## src/rtl/puf2usrp_pkg.sv

```systemverilog
// Shared definitions for the puf2usrp front-end: scheduler states, grant codes, default sample width.
// Latency: n/a (types and constants only).
// Backpressure: n/a.
package puf2usrp_pkg;

   typedef enum logic [1:0] {
      IDLE  = 2'd0,
      ARB   = 2'd1,
      BURST = 2'd2,
      GAP   = 2'd3
   } state_t;

   localparam logic GRANT_S0 = 1'b0;
   localparam logic GRANT_S1 = 1'b1;

   // Width of one I or Q component; a sample is {I,Q}.
   localparam int DEF_DATA_WIDTH = 16;

endpackage

```

## src/rtl/puf2usrp_rr_arb2.sv

```systemverilog
// Two-way requester arbiter: fixed priority (s0 first) or alternate against the last winner.
// Latency: purely combinational.
// Backpressure: none; the caller decides when the grant is taken.
module puf2usrp_rr_arb2
   import puf2usrp_pkg::*;
(
   input  logic [1:0] req,
   input  logic       prio_fixed,
   input  logic       last_grant,
   output logic       gnt,
   output logic       gnt_valid
);

   // Pick a winner; with both requesting, round-robin hands the burst to the one that did not win last.
   always_comb begin
      gnt       = GRANT_S0;
      gnt_valid = |req;
      case (req)
         2'b01:   gnt = GRANT_S0;
         2'b10:   gnt = GRANT_S1;
         2'b11:   gnt = prio_fixed ? GRANT_S0 : ~last_grant;
         default: gnt = GRANT_S0;
      endcase
   end

endmodule

```

## src/rtl/puf2usrp_burst_sched.sv

```systemverilog
// Burst scheduler sharing the puf2usrp sample input between s0 (PUF) and s1 (calibration) streams.
// Latency: zero-cycle pass-through datapath; one ARB cycle between bursts plus cfg_gap idle cycles.
// Backpressure: out_tready goes straight to the granted source's tready; the other source sees 0.
module puf2usrp_burst_sched
   import puf2usrp_pkg::*;
#(
   parameter int DATA_WIDTH = DEF_DATA_WIDTH,
   parameter int LEN_WIDTH  = 16,
   parameter int GAP_WIDTH  = 8
)(
   input  logic                    clk,
   input  logic                    reset_n,
   input  logic                    cfg_enable,
   input  logic                    cfg_prio,
   input  logic [LEN_WIDTH-1:0]    cfg_burst_len,
   input  logic [GAP_WIDTH-1:0]    cfg_gap,
   input  logic                    cfg_abort,
   input  logic [2*DATA_WIDTH-1:0] s0_tdata,
   input  logic                    s0_tvalid,
   output logic                    s0_tready,
   input  logic [2*DATA_WIDTH-1:0] s1_tdata,
   input  logic                    s1_tvalid,
   output logic                    s1_tready,
   output logic [2*DATA_WIDTH-1:0] out_tdata,
   output logic                    out_tvalid,
   output logic                    out_tlast,
   input  logic                    out_tready,
   output logic                    stat_busy,
   output logic                    stat_grant,
   output logic [31:0]             stat_bursts
);

   localparam logic [LEN_WIDTH-1:0] LEN_ONE = LEN_WIDTH'(1);
   localparam logic [GAP_WIDTH-1:0] GAP_ONE = GAP_WIDTH'(1);

   state_t                  state_q, state_d;
   logic                    grant_q;
   logic                    last_grant_q;
   logic [LEN_WIDTH-1:0]    len_q;
   logic [LEN_WIDTH-1:0]    beat_cnt_q;
   logic [GAP_WIDTH-1:0]    gap_cnt_q;
   logic                    abort_pend_q;
   logic [31:0]             bursts_q;

   logic                    arb_gnt;
   logic                    arb_vld;
   logic                    in_burst;
   logic                    take_grant;
   logic                    beat_last;
   logic                    hs;
   logic                    end_burst;
   logic [LEN_WIDTH-1:0]    len_lat;

   puf2usrp_rr_arb2 u_arb (
      .req        ({s1_tvalid, s0_tvalid}),
      .prio_fixed (cfg_prio),
      .last_grant (last_grant_q),
      .gnt        (arb_gnt),
      .gnt_valid  (arb_vld)
   );

   // Datapath mux, handshake and last-beat detection; everything is forced to 0 outside a burst.
   always_comb begin
      in_burst   = (state_q == BURST);
      take_grant = (state_q == ARB) & cfg_enable & arb_vld;
      len_lat    = (cfg_burst_len == '0) ? LEN_ONE : cfg_burst_len;
      // A same-cycle abort already marks the current beat as the last one.
      beat_last  = in_burst & ((beat_cnt_q == len_q - LEN_ONE) | abort_pend_q | cfg_abort);
      out_tvalid = in_burst & (grant_q ? s1_tvalid : s0_tvalid);
      out_tdata  = in_burst ? (grant_q ? s1_tdata : s0_tdata) : '0;
      out_tlast  = beat_last;
      s0_tready  = in_burst & (grant_q == GRANT_S0) & out_tready;
      s1_tready  = in_burst & (grant_q == GRANT_S1) & out_tready;
      hs         = out_tvalid & out_tready;
      end_burst  = hs & beat_last;
      stat_busy  = (state_q == BURST) | (state_q == GAP);
      stat_grant = grant_q;
      stat_bursts = bursts_q;
   end

   // Next-state logic: disable is only honoured at burst/gap boundaries, never mid-burst.
   always_comb begin
      state_d = state_q;
      case (state_q)
         IDLE: begin
            if (cfg_enable) state_d = ARB;
         end
         ARB: begin
            if (!cfg_enable)  state_d = IDLE;
            else if (arb_vld) state_d = BURST;
         end
         BURST: begin
            if (end_burst) begin
               if (cfg_gap != '0)   state_d = GAP;
               else if (cfg_enable) state_d = ARB;
               else                 state_d = IDLE;
            end
         end
         GAP: begin
            if (gap_cnt_q <= GAP_ONE) state_d = cfg_enable ? ARB : IDLE;
         end
         default: state_d = IDLE;
      endcase
   end

   // State register.
   always_ff @(posedge clk or negedge reset_n) begin
      if (!reset_n) state_q <= IDLE;
      else          state_q <= state_d;
   end

   // Grant and burst length are captured once per burst; beat counter stays within 0..len-1.
   always_ff @(posedge clk or negedge reset_n) begin
      if (!reset_n) begin
         grant_q    <= GRANT_S0;
         len_q      <= LEN_ONE;
         beat_cnt_q <= '0;
      end else if (take_grant) begin
         grant_q    <= arb_gnt;
         len_q      <= len_lat;
         beat_cnt_q <= '0;
      end else if (hs) begin
         beat_cnt_q <= end_burst ? '0 : beat_cnt_q + LEN_ONE;
      end
   end

   // Abort request sticks until the burst's final beat is accepted.
   always_ff @(posedge clk or negedge reset_n) begin
      if (!reset_n)                   abort_pend_q <= 1'b0;
      else if (end_burst)             abort_pend_q <= 1'b0;
      else if (in_burst && cfg_abort) abort_pend_q <= 1'b1;
   end

   // Gap counter loads on the last beat and counts down while idling between bursts.
   always_ff @(posedge clk or negedge reset_n) begin
      if (!reset_n)               gap_cnt_q <= '0;
      else if (end_burst)         gap_cnt_q <= cfg_gap;
      else if (state_q == GAP)    gap_cnt_q <= gap_cnt_q - GAP_ONE;
   end

   // Completed-burst statistics and round-robin history; last_grant starts at s1 so s0 wins first.
   always_ff @(posedge clk or negedge reset_n) begin
      if (!reset_n) begin
         bursts_q     <= '0;
         last_grant_q <= GRANT_S1;
      end else if (end_burst) begin
         bursts_q     <= bursts_q + 32'd1;
         last_grant_q <= grant_q;
      end
   end

endmodule

```

## config.mk

```make
export PLATFORM = sky130hd
export DESIGN_NAME = puf2usrp_burst_sched
export DESIGN_NICKNAME = d
export VERILOG_FILES = /design/src/rtl/puf2usrp_pkg.sv /design/src/rtl/puf2usrp_rr_arb2.sv /design/src/rtl/puf2usrp_burst_sched.sv
export SDC_FILE = /design/constraint.sdc
export NUM_CORES = 1
export LEC_CHECK = 0
export ABC_AREA = 1
export CORE_MARGIN = 2
export CORE_UTILIZATION = 35
export DETAILED_ROUTE_END_ITERATION = 10
export PLACE_DENSITY_LB_ADDON = 0.15
export SETUP_SLACK_MARGIN = 0.15
export SLEW_MARGIN = 30
export SYNTH_ARGS = -nofsm -noshare
export SYNTH_HDL_FRONTEND = slang
export SYNTH_SLANG_ARGS = --single-unit
```

## constraint.sdc

```tcl
create_clock -name clk -period 4.7 [get_ports clk]
set_input_delay 0.94 -clock clk [delete_from_list [all_inputs] [get_ports clk]]
set_output_delay 0.94 -clock clk [all_outputs]
set_load 0.005 [all_outputs]
```

# Word-level counts from Yosys, hierarchy flattened
# Cells that the tools add are included.
# totals
register_bits	77
mem_bits_rw	0
latchBits	0
memories	0
mem_bits_ro	0
inputBits	96
# op_classes
n_eq_ne	10
shifts	0
add_sub_neg	4
muxes	21
n_bitwise	15
mul	0
n_div	0
magnitude_cmp	1
n_reduce_logical	9
# ops
operator	n
$mux W16	4
$mux W32	2
$add A32 B1 Y32 const B	1
$add A16 B1 Y16 const B	1
$eq A16 B16 Y1	1
$logic_not A16 Y1	1
$mux W8	2
$sub A16 B1 Y16 const B	1
$mux W2	6
$and A1 B1 Y1	10
$eq A2 B2 Y1 const B	4
$le A8 B1 Y1 const B	1
$pmux W2 S4	1
$reduce_bool A8 Y1	1
$sub A8 B1 Y8 const B	1
$reduce_bool A2 Y1	3
$mux W1	5
$ne A2 B1 Y1 const B	2
$reduce_and A4 Y1	1
$ne A3 B3 Y1 const B	1
$or A1 B1 Y1	3
$eq A2 B1 Y1 const B	1
$logic_not A2 Y1	1
$ne A2 B2 Y1 const B	1
other kinds (4)	5

# Longest topological paths before layout
# Gate-level depths: netlist (run 1).
# logic_depth
word_depth	9
depth_mapped	20
mapped_depth_nobuf	19

# Cells and area by module
# Synthesis (run 1) repeated with hierarchy kept, for this count alone.
# unflattened
cells_unflattened	684
area_unflattened_um2	5182.5
# by_module_without_submodules
module	cells_per_inst	n_inst	area_per_inst_um2
puf2usrp_burst_sched	676	1	5149.9
puf2usrp_rr_arb2	8	1	32.5

# Worst setup path before layout (run 1)
# Ideal clock, no wire load.
# synth_path
kind	reg-to-output
startpoint	register len_q[0]
endpoint	output port out_tlast
arrival_ns	1.712
slack_ns	2.048
path_stages_with_launch	17
required_time_ns	3.760
cell_sequence	dfstp_2 -> inv_2 -> ha_1 -> inv_1 -> nand2_1 -> nand2_1 -> nor2_1 -> nand2_1 -> nor2_1 -> nand2_1 -> nor2_1 -> nand2_1 -> nor2_1 -> nand3_1 -> nand2_2 -> nand2_1 -> inv_1
# synth_via
elab_chain_len	5
# synth_rtl
element	line	rtl
from (decl)	puf2usrp_burst_sched.sv:39	logic [LEN_WIDTH-1:0] len_q;
from (signal assigned)	puf2usrp_burst_sched.sv:120	len_q <= len_lat;
$sub A16 B1 Y16	puf2usrp_burst_sched.sv:68	beat_last = in_burst & ((beat_cnt_q == len_q - LEN_ONE) | abort_pend_q | cfg_abort);
$eq A16 B16 Y1	puf2usrp_burst_sched.sv:68	
$or A1 B1 Y1 (2 in a row)	puf2usrp_burst_sched.sv:68	
$and A1 B1 Y1	puf2usrp_burst_sched.sv:68	
to (decl)	puf2usrp_burst_sched.sv:26	output logic out_tlast,
# No other way between the ends.

# Final worst setup path (run 1)
# Ends and elaborated chain as after synthesis.

==> reports/metrics.yaml, run 1 <==
syn_area_um2: 5140
grt_pass1_wl_um: 25900
ys.flop_type: "dfrtp_1"
drive_gt1_share_pct: 4.69
worstPathCellList: "inv_2 -> ha_1 -> inv_1 -> nand2_1 -> nand2_1 -> nor2_1 -> nand2_1 -> nor2_1 -> nand2_1 -> nor2_1 -> nand2_1 -> nor2_1 -> nand3_1 -> nand2_2 -> nand2_1 -> inv_1 -> clkdlybuf4s50_1"
setup_ws_ns: 0.816
period_minus_slack_ns: 3.88
yosys_warnings: 0
path_buf_inv: 4
critPathMaxFanout: 5
pin_count: 166
syn_nets: 812
place_hpwl_um: 12200
yosys.cell_types.count: 38
rsz0062_at_grt: "false"
grt_usage_pct: 20.1
hold_violations: 0
first_global_vias: 5079
coreArea_um2: 14400
dp_slack_ns: 1.15
critPathLaunchType: "flop"
cts_buffer_depth: 2
setup_viol: 0
slowest_delay_ns: 0.54
worst_pin_slew_ns: 0.737
crit_family: "simple AND/OR/NAND/NOR gates"
start_util_pct: 35.7
yosys_register_bits: 77
peakVddDrop_uv: 272
maxSlewHeadroom_pct: 50.8
fin_crit_sh_pct: 82.6
critical-path-slowest-cell: "dfstp_2"
drv_cap: 0
ys_seq_area_share_pct: 37.5
grt_max_degree: 78
yosysTopAreaCellShare_pct: 36.5
diodes: 0
cts_sinks: 77
drt_iter0_markers: 322
die_w_um: 125
cp_data_required_time_ns: 3.76
postCtsHoldBufs: 0
synth_edf_count: 0
clock-skew-final_ns: 0.00938
synth_area_leaders: "dfrtp_1 36%, nand2_1 15%, xor2_1 7.8%, inv_1 5.8%, a22o_1 5.5%"
yosysTopAreaCell: "dfrtp_1"
insertion_delay_ns: 0.34
clockRootBuffer: "clkbuf_16"
hp-class: "flop to flop"
p_leak_nw: 3.15
dr.pass1.iters: 5
gp_congestion: 0.855
path_class: "flop to primary output"
nets: 970
syn-mean-instance-area_um2: 7.23
postRouteAntennaNets: 0
vias_per_cell: 4.92
max_freq_mhz: 257
area_growth_syn_to_layout_pct: 41.4
cts_buffers: 9
drc_errors: 0
final_util_pct: 50.4
overflow: 0
antenna_found_initial: 0
routed_wirelength_um: 15700
fp.dieH_um: 125
yosysMostFrequentCell: "nand2_1"
cp.arrival_ns: 2.94
path_clk_slew_ns: 0.07
ys_async_sr_fraction_pct: 100
tritoncts: "yes"
finalSetupTns_ns: 0
portBuffers: 165
netlist_top_cells_count: "211 x nand2_1, 80 x inv_1, 75 x dfrtp_1, 61 x nor2_1, 46 x xor2_1"
powerDensity_nw_per_um2: 524
syn_inst: 711
cts_max_level: 3
status: "finished clean"
cts_setup_buffers: 0
die_area_um2: 15700
post_drt_wl_per_cell_um: 14.8
rows: 44
vias: 5207
postCtsResizedCells: 0
end_kind: "primary output"
cp_common_cell: "nand2_1"
slew_viol_final: 0
cell families after synthesis:
group	share of synthesized area (%)
AO/OA/AOI/OAI	11.9
XOR/XNOR	9.88
adder cells (fa/ha/maj)	1.22
buffers and inverters	8.56
flip-flops	37.5
AND/OR/NAND/NOR	30.9
cell type report:
type,instances,area [µm²]
fill,1410,7150
multi-input combinational,526,2780
sequential,77,1930
timing repair buffer,168,1680
inverter,87,327
clock buffer,10,239
tap,184,230
clock inverter,6,93.8
cells in the final DEF (no fill, tap or decap), types with 9 or more instances in the layout:
cell type,instances
clkbuf_16,9
nand3_1,32
a22o_1,32
nor4_1,13
dfrtp_1,75
inv_1,80
nand2_1,211
clkdlybuf4s50_1,164
o21ai_1,20
o22ai_1,13
nand4_1,9
nor3_1,25
nor2_1,59
xor2_1,46
xnor2_1,12
o21ai_0,21
metrics by stage:
| step | instances | instance area [µm²] | power (mW) | hold slack [ns] |
|---|---|---|---|---|
| floorplan | 711 | 5140 | 2.26 | 0.455 |
| global placement | 1042 | 6940 | 3.00 | 0.465 |
| detailed placement | 1042 | 6940 | 3.04 | 0.478 |
| CTS | 1058 | 7270 | 3.83 | 0.487 |
| global route | 1058 | 7270 | 4.13 | 0.502 |
| finish | 1058 | 7270 | 3.81 | 0.482 |
tightest hold or removal path, cell delays in order, from the launching register on:
cell and delay (ns):
dfstp_2 0.37, nand2_1 0.05, o21ai_1 0.06
worst paths after layout:
kind                                           from                           to  slack [ns]  cells after the start
setup / recovery               len_q[0]$_DFFE_PN1P_                    out_tlast        0.82                     17
hold / removal             last_grant_q$_DFFE_PN1P_     last_grant_q$_DFFE_PN1P_        0.48                      2
setup reg to reg               len_q[0]$_DFFE_PN1P_  stat_bursts[19]$_DFFE_PN0P_        1.35                     19
hold reg to reg            last_grant_q$_DFFE_PN1P_     last_grant_q$_DFFE_PN1P_        0.48                      2
max in group asynchronous                   reset_n  stat_bursts[18]$_DFFE_PN0P_        3.58                      1
min in group asynchronous                   reset_n         len_q[8]$_DFFE_PN0P_        0.62                      1
sequential cells by signal, indices dropped and copies added, names as in the netlist:
name          count
abort_pend_q      1
stat_bursts      32
stat_grant        1
len_q            16
last_grant_q      1
gap_cnt_q         8
state_q           2
beat_cnt_q       16
report_power, final:
group | switching, mW | total, mW | internal (mW) | leakage (nW)
sequential | 0.269 | 1.18 | 0.906 | 0.977
combinational | 0.931 | 1.86 | 0.928 | 2.01
clock | 0.291 | 0.775 | 0.484 | 0.160
total | 1.49 | 3.81 | 2.32 | 3.15
metal layers:
metal	GRT usage [%]	share of wire, %	routed length (µm)
met5	0	0	0
met1	28.5	47	7410
met2	32.5	48	7530
met3	2.70	3.3	510
met4	5.29	1.2	192
No activity file was read; power rests on OpenSTA's default activity.
==> inputs of run 2 (changes only) <==
clock period = 3.3 ns   (was 4.7 ns; I/O delays follow)
==> reports/metrics.yaml, run 2 (synthesis gave the netlist of run 1 again) <==
status: "finished clean"
diodes: 0
portBuffers: 165
crit_family: "buffers and inverters"
vias_per_cell: 5.04
instances_no_fill: 1063
grt_usage_pct: 21.4
fin_crit_sh_pct: 89.8
period_minus_slack_ns: 2.97
drc_errors: 0
antenna_found_initial: 0
die_w_um: 125
placedCellCount: 1046
drv_cap: 0
first_global_vias: 5479
overflow: 0
worst_pin_slew_ns: 0.731
cp.arrival_ns: 2.31
reg2regPathDepth: 21
pin_count: 166
tritoncts: "yes"
grt_max_degree: 78
dr.pass1.iters: 5
clockRootBuffer: "clkbuf_16"
hp-class: "primary input to asynchronous set/reset pin"
clock-skew-final_ns: 0.00695
r2r_slack_ns: 0.66
critPathMaxFanout: 32
nets: 975
fp.dieH_um: 125
grt_pass1_wl_um: 27400
drive_gt1_share_pct: 5.57
setup_ws_ns: 0.335
post_drt_wl_per_cell_um: 15.6
path_buf_inv: 5
slowest_delay_ns: 0.52
area_growth_syn_to_layout_pct: 43.0
powerDensity_nw_per_um2: 761
start_util_pct: 35.7
power_mw: 5.60
hold_violations: 0
setup_viol: 0
critPathLaunchType: "flop"
vias: 5361
drt_iter0_markers: 399
path_depth: 8
slew_viol_final: 0
r2r-end: "stat_bursts[9]$_DFFE_PN0P_"
routed_wirelength_um: 16500
cts_buffers: 9
worstPathCellList: "inv_2 -> nor2_1 -> buf_4 -> inv_1 -> nor2_2 -> buf_6 -> a22o_1 -> clkdlybuf4s50_1"
cts_sinks: 77
dp_slack_ns: 0.246
layout_common_cells: "210 x nand2_1, 163 x clkdlybuf4s50_1, 80 x inv_1"
cts_max_level: 3
cp_data_required_time_ns: 2.64
rows: 44
max_freq_mhz: 337
peakVddDrop_uv: 319
path_class: "flop to primary output"
maxSlewHeadroom_pct: 51.2
largest_register_ffs: 32
insertion_delay_ns: 0.35
finalSetupTns_ns: 0
postRouteAntennaNets: 0
die_area_um2: 15700
critical-path-slowest-cell: "clkdlybuf4s50_1"
p_leak_nw: 3.18
path_clk_slew_ns: 0.06
final_common_cell: "nand2_1"
rsz0062_at_grt: "false"
gp_congestion: 0.906
rr_startpoint: "len_q[0]$_DFFE_PN1P_"
final_util_pct: 51.0
end_kind: "primary output"
postCtsHoldBufs: 0
coreArea_um2: 14400
place_hpwl_um: 12700
cts_buffer_depth: 2
-- run 2: worst max path at each step --
stage / start / endpoint / slack, ns
finish: state_q[1]$_DFFE_PN0P_ / out_tdata[1] / 0.33
global route: len_q[0]$_DFFE_PN1P_ / out_tlast / 0.14
CTS: len_q[0]$_DFFE_PN1P_ / out_tlast / 0.17
detailed placement: len_q[0]$_DFFE_PN1P_ / out_tlast / 0.25
global placement: len_q[0]$_DFFE_PN1P_ / out_tlast / 0.26
floorplan: len_q[0]$_DFFE_PN1P_ / out_tlast / 0.93
-- run 2: area by class of cell --
cell class | instances | area, µm²
inverters | 87 | 327
clock buffers | 9 | 225
multi-input cells | 526 | 2790
repair buffers | 173 | 1730
well taps | 184 | 230
flip-flops and latches | 77 | 1930
fillers | 1414 | 7070
clock inverters | 7 | 123
-- run 2: through the flow --
stage	hold WS (ns)	cell area, µm²
4_1_cts	0.387	7340
6_report	0.346	7350
2_1_floorplan	0.364	5140
3_5_place_dp	0.487	6980
3_3_place_gp	0.462	6980
5_1_grt	0.403	7350
-- run 2: where the power goes --
group          switching (mW)  internal [mW]  total (mW)
combinational            1.39           1.36        2.75
sequential              0.394           1.29        1.68
clock                   0.422          0.743        1.16
-- run 2: per-layer routing --
layer | wire length, µm | global-route usage [%] | vias to the layer above
met3 | 620 | 3.64 | 33
met5 | 0 | 0 | -
li1 | - | - | 2640
met2 | 8080 | 36.0 | 146
met1 | 7470 | 28.3 | 2542
met4 | 361 | 6.99 | 0
-- run 2: timing repair --
| item | 4_1_cts | 5_1_grt |
|---|---|---|
| resized for setup | 3 | 5 |
| endpoints found under the setup margin | 1 | 6 |
| pin swaps | 2 | 3 |
| buffers inserted | 1 | 0 |
==> inputs of run 3 (changes only) <==
CORE_UTILIZATION = 40   (was 35)
==> reports/metrics.yaml, run 3 (synthesis gave the netlist of run 1 again) <==
setup_viol: 0
final_util_pct: 57.9
grt_usage_pct: 23.3
cp.arrival_ns: 2.35
cts_max_level: 3
cp_common_cell: "buf_4"
cts_buffers: 9
vias: 5384
rows: 41
peakVddDrop_uv: 326
grt_pass1_wl_um: 25900
drive_gt1_share_pct: 5.56
path_clk_slew_ns: 0.06
drt_iter0_markers: 265
pin_count: 166
gr-usage-met2_pct: 38.8
antenna_found_initial: 0
cts_sinks: 77
dpl_cell_area_um2: 6970
postRouteAntennaNets: 0
cts_buffer_depth: 2
top_usage_layer: "met2"
grt_max_degree: 78
place_hpwl_um: 12200
nets: 978
coreArea_um2: 12600
rsz0062_at_grt: "true"
slew_viol_final: 0
gp_congestion: 0.916
p_leak_nw: 3.16
powerDensity_nw_per_um2: 732
hold_violations: 0
period_minus_slack_ns: 3.01
drv_cap: 0
die_w_um: 117
use_met1_pct: 30.9
overflow: 0
postCtsHoldBufs: 0
start_util_pct: 40.9
num-fill-cells: 1182
post_drt_wl_per_cell_um: 15.4
vias_per_cell: 5.11
fin_crit_sh_pct: 91.2
critical-path-slowest-cell: "clkdlybuf4s50_1"
worstPathCellList: "inv_2 -> nor2_1 -> buf_4 -> inv_1 -> nor2_2 -> buf_4 -> a22o_1 -> clkdlybuf4s50_1"
fin_area_um2: 7280
end_kind: "primary output"
cp_data_required_time_ns: 2.64
critPathLaunchType: "flop"
worst_pin_slew_ns: 0.722
die_area_um2: 13800
status: "finished clean"
diodes: 0
finalSetupTns_ns: 0
final_common_cell: "nand2_1"
drc_errors: 0
power_mw: 5.32
routed_wirelength_um: 16200
hp-class: "primary input to asynchronous set/reset pin"
placedCellCount: 1034
path_class: "flop to primary output"
grtUsageMet3_pct: 4.82
dr.pass1.iters: 5
slowest_delay_ns: 0.52
first_global_vias: 5267
portBuffers: 165
critPathMaxFanout: 32
tritoncts: "yes"
layout_common_cells: "210 x nand2_1, 163 x clkdlybuf4s50_1, 79 x inv_1"
instances_no_fill: 1053
fp.dieH_um: 117
insertion_delay_ns: 0.34
max_freq_mhz: 332
clockRootBuffer: "clkbuf_16"
clock-skew-final_ns: 0.00436
area_growth_syn_to_layout_pct: 41.5
maxSlewHeadroom_pct: 51.8
largest_register_ffs: 32
## run 3: changes by cell type in the layout (fill, tap and decap cells not counted)
cell and delta:
buf_4 +5, bufinv_16 -3, clkbuf_1 +3, clkinv_2 +2
clkinvlp_4 -2, buf_6 -1, clkbuf_2 -1, clkbuf_8 +1
clkinv_4 -1, inv_1 -1, inv_4 +1, inv_6 -1
## run 3: critical path: cells and delay by family (launching register included)
kind / cells / cell delay (ns)
buf+inv: 5 / 1.18
flops: 1 / 0.42
compound gates: 1 / 0.23
simple gates: 2 / 0.18
## run 3: path summary, 6_finish.rpt
kind	slack (ns)	depth (start not counted)	from	to
setup / recovery	0.29	8	state_q[1]$_DFFE_PN0P_	out_tdata[19]
hold / removal	0.36	1	reset_n	len_q[8]$_DFFE_PN0P_
setup reg to reg	0.46	21	len_q[0]$_DFFE_PN1P_	stat_bursts[24]$_DFFE_PN0P_
hold reg to reg	0.49	2	last_grant_q$_DFFE_PN1P_	last_grant_q$_DFFE_PN1P_
max in group asynchronous	2.45	1	reset_n	stat_bursts[22]$_DFFE_PN0P_
min in group clk	0.49	2	last_grant_q$_DFFE_PN1P_	last_grant_q$_DFFE_PN1P_
## run 3: per-stage QoR
step | hold slack [ns] | worst slack [ns]
after floorplan | 0.364 | 0.928
after global placement | 0.461 | 0.297
after detailed placement | 0.483 | 0.229
after CTS | 0.390 | 0.174
after global routing | 0.415 | 0.128
final | 0.356 | 0.291
## run 3: repair_timing
action	CTS	global route
gates resized for setup	2	7
setup endpoints to repair	1	1
setup buffers	1	3
pin swaps	1	8
## run 3: area by class of cell
type	count	area (µm²)	share of cell area (%)
flip-flops and latches	77	1930	26.5
clock inverters	2	10.0	0.138
inverters	87	329	4.52
well taps	172	215	2.96
clock buffers	13	250	3.44
multi-input cells	526	2790	38.4
repair buffers	176	1750	24.0
## run 3: layer usage
metal / up-vias / part of all wire, % / wire, µm
li1: 2638 / - / -
met1: 2595 / 44 / 7080
met2: 130 / 50 / 8040
met3: 21 / 5.1 / 821
met4: 0 / 1.5 / 238
met5: - / 0 / 0
## run 3: power breakdown
part	total [mW]	internal [mW]	switching, mW
Sequential	1.68	1.29	0.391
Clock	0.912	0.524	0.388
Combinational	2.73	1.37	1.36
Total	5.32	3.19	2.13
